$ cat src/rtl/serial_adder_ctrl.sv
// -----------------------------------------------------------------------------
// serial_adder_ctrl
//
// Bit-serial adder. One 1-bit full-adder cell is used for WIDTH cycles, LSB
// first. The carry is held in a flip-flop between bits. A three-state
// controller (IDLE, SHIFT, DONE) sequences the operation.
//
// Optional feature:
//   SERIAL_ADDER_SUB_EN  when defined, adds the 'sub' input. A captured sub=1
//                        inverts B and forces the carry-in to 1, so S = A - B.
//
// Ports:
//   clk    in   rising-edge clock
//   reset  in   synchronous, active-high reset
//   start  in   request a new operation (accepted in IDLE or DONE)
//   A, B   in   [WIDTH] operands, captured on an accepted start
//   cin    in   carry-in, captured on an accepted start
//   sub    in   subtract select (only with SERIAL_ADDER_SUB_EN)
//   busy   out  high while bits are being processed (SHIFT)
//   done   out  one-cycle pulse; S/cout/ovf hold the new result
//   S      out  [WIDTH] sum; updated only on entry to DONE
//   cout   out  carry out of the MSB
//   ovf    out  signed overflow (carry into MSB ^ carry out of MSB)
// -----------------------------------------------------------------------------
module serial_adder_ctrl #(
  parameter int WIDTH = 8
) (
  input  logic             clk,
  input  logic             reset,
  input  logic             start,
  input  logic [WIDTH-1:0] A,
  input  logic [WIDTH-1:0] B,
  input  logic             cin,
`ifdef SERIAL_ADDER_SUB_EN
  input  logic             sub,
`endif
  output logic             busy,
  output logic             done,
  output logic [WIDTH-1:0] S,
  output logic             cout,
  output logic             ovf
);

  localparam int CW = (WIDTH > 1) ? $clog2(WIDTH) : 1;
  localparam logic [CW-1:0] LAST_CNT = CW'(WIDTH - 1);

  localparam logic [1:0] IDLE  = 2'd0;
  localparam logic [1:0] SHIFT = 2'd1;
  localparam logic [1:0] DONE  = 2'd2;

  logic [1:0]       state;
  logic [WIDTH-1:0] a_sh;
  logic [WIDTH-1:0] b_sh;
  logic [WIDTH-1:0] s_sh;
  logic [CW-1:0]    cnt;
  logic             carry;

  logic             op_sub;
  logic [WIDTH-1:0] b_load;
  logic             c_load;
  logic             accept;

  logic             a_bit;
  logic             b_bit;
  logic             sum_bit;
  logic             carry_nxt;
  logic [WIDTH-1:0] s_nxt;

`ifdef SERIAL_ADDER_SUB_EN
  assign op_sub = sub;
`else
  assign op_sub = 1'b0;
`endif

  // Subtraction is A + ~B + 1. Inverting B and forcing the carry at capture
  // time keeps the datapath a plain adder.
  assign b_load = op_sub ? ~B : B;
  assign c_load = op_sub ? 1'b1 : cin;

  // A start is accepted in DONE as well as in IDLE. This allows back-to-back
  // operations. A start seen during SHIFT is ignored.
  assign accept = start && ((state == IDLE) || (state == DONE));

  assign busy = (state == SHIFT);
  assign done = (state == DONE);

  // NOTE: every signal assigned in an always_comb block gets a value on every
  //       path. Here that comes from the unconditional assignments at the top
  //       of the block, so no latch is inferred.
  always_comb begin
    a_bit     = a_sh[0];
    b_bit     = b_sh[0];
    sum_bit   = a_bit ^ b_bit ^ carry;
    carry_nxt = (a_bit & b_bit) | (carry & (a_bit ^ b_bit));
    // The sum bit enters from the MSB side. After WIDTH shifts, the LSB sum
    // bit has reached bit 0. The right shift is written without slicing, so
    // the expression stays legal when WIDTH is 1.
    s_nxt            = s_sh >> 1;
    s_nxt[WIDTH-1]   = sum_bit;
  end

  // NOTE: registers take non-blocking assignments (<=). Every flop then
  //       samples the values from before the edge, whatever the statement
  //       order.
  always_ff @(posedge clk) begin
    if (reset) begin
      state <= IDLE;
      a_sh  <= '0;
      b_sh  <= '0;
      s_sh  <= '0;
      cnt   <= '0;
      carry <= 1'b0;
      S     <= '0;
      cout  <= 1'b0;
      ovf   <= 1'b0;
    end else if (accept) begin
      a_sh  <= A;
      b_sh  <= b_load;
      carry <= c_load;
      cnt   <= '0;
      state <= SHIFT;
    end else begin
      case (state)
        SHIFT: begin
          a_sh  <= a_sh >> 1;
          b_sh  <= b_sh >> 1;
          s_sh  <= s_nxt;
          carry <= carry_nxt;
          cnt   <= cnt + CW'(1);
          if (cnt == LAST_CNT) begin
            // On the last bit, 'carry' still holds the carry into the MSB.
            S     <= s_nxt;
            cout  <= carry_nxt;
            ovf   <= carry ^ carry_nxt;
            state <= DONE;
          end
        end
        DONE:    state <= IDLE;
        IDLE:    state <= IDLE;
        default: state <= IDLE;
      endcase
    end
  end

endmodule

$ cat config.mk
export PLATFORM = sky130hd
export DESIGN_NAME = serial_adder_ctrl
export DESIGN_NICKNAME = d
export VERILOG_FILES = /design/src/rtl/serial_adder_ctrl.sv
export SDC_FILE = /design/constraint.sdc
export NUM_CORES = 1
export LEC_CHECK = 0
export CELL_PAD_IN_SITES_DETAIL_PLACEMENT = 0
export CELL_PAD_IN_SITES_GLOBAL_PLACEMENT = 1
export CORE_UTILIZATION = 39
export CTS_BUF_LIST = sky130_fd_sc_hd__clkbuf_2 sky130_fd_sc_hd__clkbuf_4 sky130_fd_sc_hd__clkbuf_8
export DETAILED_ROUTE_END_ITERATION = 10
export PLACE_DENSITY = 0.85
export SYNTH_ARGS = -nofsm -noshare
export SYNTH_HDL_FRONTEND = slang
export SYNTH_SLANG_ARGS = --single-unit
$ cat constraint.sdc
create_clock -name clk -period 1.75 [get_ports clk]
set_input_delay 0.175 -clock clk [delete_from_list [all_inputs] [get_ports clk]]
set_output_delay 0.175 -clock clk [all_outputs]
set_load 0.005 [all_outputs]
# Word level (Yosys, flattened, before mapping)
# Cells that the tools add are included.
# Widths: inputs -> output; s select.
# classes
n_lt_le_gt_ge	0
n_reduce_logical	8
eq_ne	4
multipliers	0
shift	0
n_mux	9
div	0
n_addsub	1
n_bitwise	8
# ops
cell	count
$mux 8	4
$mux 1	5
$add 3x1->3 const B	1
$eq 3x3->1 const B	1
$ne 3x1->1 const B	1
$reduce_and 3->1	1
$reduce_or 3->1	1
$xor 1x1->1	3
$and 1x1->1	2
$eq 2x1->1 const B	1
$eq 2x2->1 const B	1
$logic_not 2->1	1
$not 1->1	2
$reduce_and 2->1	1
$reduce_bool 2->1	1
$reduce_or 2->1	1
$logic_and 1x1->1	1
$logic_or 1x1->1	1
$or 1x1->1	1
# word_totals
input_bits	20
out_inout_bits	12
regBits	40
memories	0
romBits	0
ramBits	0
latch_bits	0

# Depth between registers and ports, before layout
# depth
depth_word	5
depth_mapped	6
ltp_nobuf	5

# Worst setup path before layout
# OpenSTA, ideal clock, no wires.
# synth_timing
path_type	register to register
start	register cnt[0]
end	register ovf
required_ns	1.664
period_less_slack_ns	1.260
path_stages_with_launch	6
slack_ns	0.490
setup_time_ns	0.086
arrival_ns	1.174
cell_sequence	dfxtp_1 -> ha_1 -> ha_1 -> and3b_1 -> buf_2 -> a211oi_1
# synth_via
elab_chain_cells	2
# synth_rtl
item	line	text
start, declared	55	logic [CW-1:0] cnt;
start signal, assigned	129	cnt <= cnt + CW'(1);
$eq 3x3->1	130	if (cnt == LAST_CNT) begin
$reduce_and 3->1 (no line)	-	
end signal, assigned	134	ovf <= carry ^ carry_nxt;
end, declared	41	output logic ovf
# Every way passes these cells.
# A chain may end at the register's enable or synchronous reset.

# Worst setup path after layout
# layout_timing
start	register state[1]
end	output port busy
# layout_via
elab_chain_cells	1
# layout_rtl
item	line	text
start, declared	51	logic [1:0] state;
start signal, assigned	107	state <= IDLE;
start signal, assigned	121	state <= SHIFT;
start signal, assigned	135	state <= DONE;
$eq 2x1->1	84	assign busy = (state == SHIFT);
end, declared	37	output logic busy,
# Every way passes these cells.

==> flow_summary_export.csv <==
group,metric,value,unit
final_layout,stdcell_count,259,
final_layout,drive_gt1_share,9.95,%
job,timing.max_cap.violations,0,
routing,drt_iter0_drc,70,
critical_path,crit_path_max_fanout,9,
routing,wire_per_inst,12.9,um
final_layout,areaGrowthSynthToFinish,30.4,%
global_routing,grt_max_degree,40,
floorplanning,start_util,41.9,%
yosys,syn_inst,181,
timing,hold_viol,0,
floorplanning,coreArea,0.00377,mm2
global_routing,overflow,0,
placement,gp_congestion,0.726,
global_routing,grtUsageTotal,17.3,%
timing,period_needed,1.62,ns
routing,vias,1320,
hold_path,hold_class,"input pin to flip-flop",
floorplanning,die_y,65.7,um
clocking,h-tree-depth,2,
final_layout,diodes,0,
timing,worst_slack,0.126,ns
power_and_ir_drop,power,2.08,mW
timing,hold_ws,0.430,ns
yosys,synthArstFlopShare,0,%
timing,worstMarginPinSlew,0.414,ns
clocking,clkSinkCount,39,
timing,slew_viol_final,0,
routing,via_per_inst,5.10,
placement,dp.cells,251,
timing,finalSetupViolCount,0,
timing,tns,0,ns
floorplanning,die_w,65.7,um
routing,antenna_left,0,
clocking,numCtsBuffers,5,
critical_path,critical-path-top-delay-family,"buffers and inverters",
floorplanning,num_rows,22,
global_routing,grt_pass1_vias,1227,
power_and_ir_drop,p_leak,0.736,nW
critical_path,end_kind,"primary output",
clocking,root_buffer,"clkbuf_8",
yosys,yosysUniqueCellTypes,29,
floorplanning,ios,32,
routing,routed_wl,3350,um
yosys,synth-edff-count,0,
global_routing,antenna_found_initial,0,
critical_path,critPathSlowestCell,"clkdlybuf4s50_1",
timing,max_freq,0.616,GHz
clocking,cts_buffer_depth,2,
final_layout,nNetsFinal,233,
critical_path,crit_path_start_kind,"flip-flop",
yosys,synth_seq_cells,39,
floorplanning,dieArea,0.00431,mm2
critical_path,crit_arrival,1.45,ns
final_layout,layout_common_cells,"nand2_1 (47), dfxtp_1 (38), clkdlybuf4s50_1 (31)",
power_and_ir_drop,ir_drop,0.523,mV
critical_path,cp.required,1.57,ns
timing,skew,0.00798,ns
yosys,syn_avg_cell_area,8.74,um2
yosys,yosys_warnings,0,
yosys,synth.net_count,204,
yosys,synthFlopType,"dfxtp_1",
yosys,synthesis.area,0.00158,mm2
final_layout,final_common_cell,"nand2_1",
placement,io_buffers,31,
routing,drc,0,
timing,rsz0062_at_grt,"false",
power_and_ir_drop,p_per_area,1010,mW/mm2
critical_path,crit_buf_inv,2,
global_routing,grt_first_pass_wirelength,5550,um
clocking,ctsHoldBuffers,0,
timing,fin_crit_sh,92.8,%
critical_path,path_cells,"nand2b_1, inv_6, clkdlybuf4s50_1",
clocking,clk_latency,0.29,ns
critical_path,critPathMaxStageDelay,0.50,ns
placement,hpwl,2200,um
routing,firstDrtPassIters,4,
outcome,outcome,"complete, no violations",
timing,maxSlewHeadroom,72.3,%
placement,preCtsSetupSlack,0.298,ns
clocking,cts.clk_slew.worst_paths,0.08,ns
clocking,cts_tree,"built",
yosys,yosysSeqAreaShare,49.4,%
critical_path,setup.worst_path.class,"flip-flop to primary output",
==> Yosys cell counts (4+ instances only) <==
cell type	number	area share (%)
nand3_1	4	1.3
dfxtp_1	39	49
nand2_1	47	11
a311oi_1	5	2.8
buf_2	6	1.9
nor3_1	11	3.5
a21oi_1	20	6.3
nor2_1	11	2.6
o22ai_1	4	1.6
==> where the power goes <==
part	total, mW	leakage (nW)	switching, mW	internal [mW]
Combinational	0.230	0.349	0.117	0.114
Clock	0.896	0.0688	0.310	0.585
Sequential	0.956	0.318	0.0271	0.929
==> worst min-delay path: stages <==
cell	delay, ns
clkdlybuf4s50_1	0.40
nand2_1	0.06
a21oi_1	0.05
==> what timing repair did <==
action / 4_1_cts / 5_1_grt
resized for setup: 0 / 1
setup buffers: 0 / 0
setup endpoints to repair: 0 / 1
==> state kept, by name, summed over array words and instances, names as in the netlist <==
| signal | flops |
|---|---|
| S | 8 |
| a_sh | 8 |
| b_sh | 8 |
| carry | 1 |
| cnt | 3 |
| cout | 1 |
| ovf | 1 |
| s_sh | 7 |
| state | 2 |
==> cell families (layout without fill, tap and decap cells) <==
family,count (synthesis),after routing,synth area share [%]
XOR/XNOR,2,2,1.11
flip-flops,39,39,49.4
AND/OR/NAND/NOR,82,82,22.6
adder cells (fa/ha/maj),3,3,2.85
buffers and inverters,15,45,6.25
multiplexers,3,3,1.90
AO/OA/AOI/OAI,37,37,15.9
==> final timing paths <==
check	from	to	slack, ns	depth (start not counted)
worst max register to register	cnt[0]	ovf	0.27	5
worst min-delay path	A[7]	a_sh[7]	0.43	3
worst min register to register	S[3]	S[3]	0.46	2
worst max-delay path	state[1]	busy	0.13	3
==> final cells by class <==
class | count | area (um2)
fillers | 331 | 1710
flip-flops and latches | 39 | 782
multi-input cells | 127 | 702
repair buffers | 36 | 373
clock buffers | 6 | 76.3
clock inverters | 2 | 60.1
well taps | 48 | 60.1
inverters | 1 | 8.76
==> metrics by stage <==
step | util [%] | area [um2]
floorplan | - | 1580
global placement | 51.0 | 1920
detailed placement | 51.0 | 1920
CTS | 54.6 | 2060
global route | 54.7 | 2060
finish | 54.7 | 2060
==> metal layers <==
layer	vias up	share of wire (%)	global-route usage, %
li1	673	-	-
met1	611	47	20.5
met2	31	46	27.6
met3	5	5.3	6.25
met4	0	1.7	8.15
met5	-	0	0
Note: power is estimated with default switching activity, not from simulation.
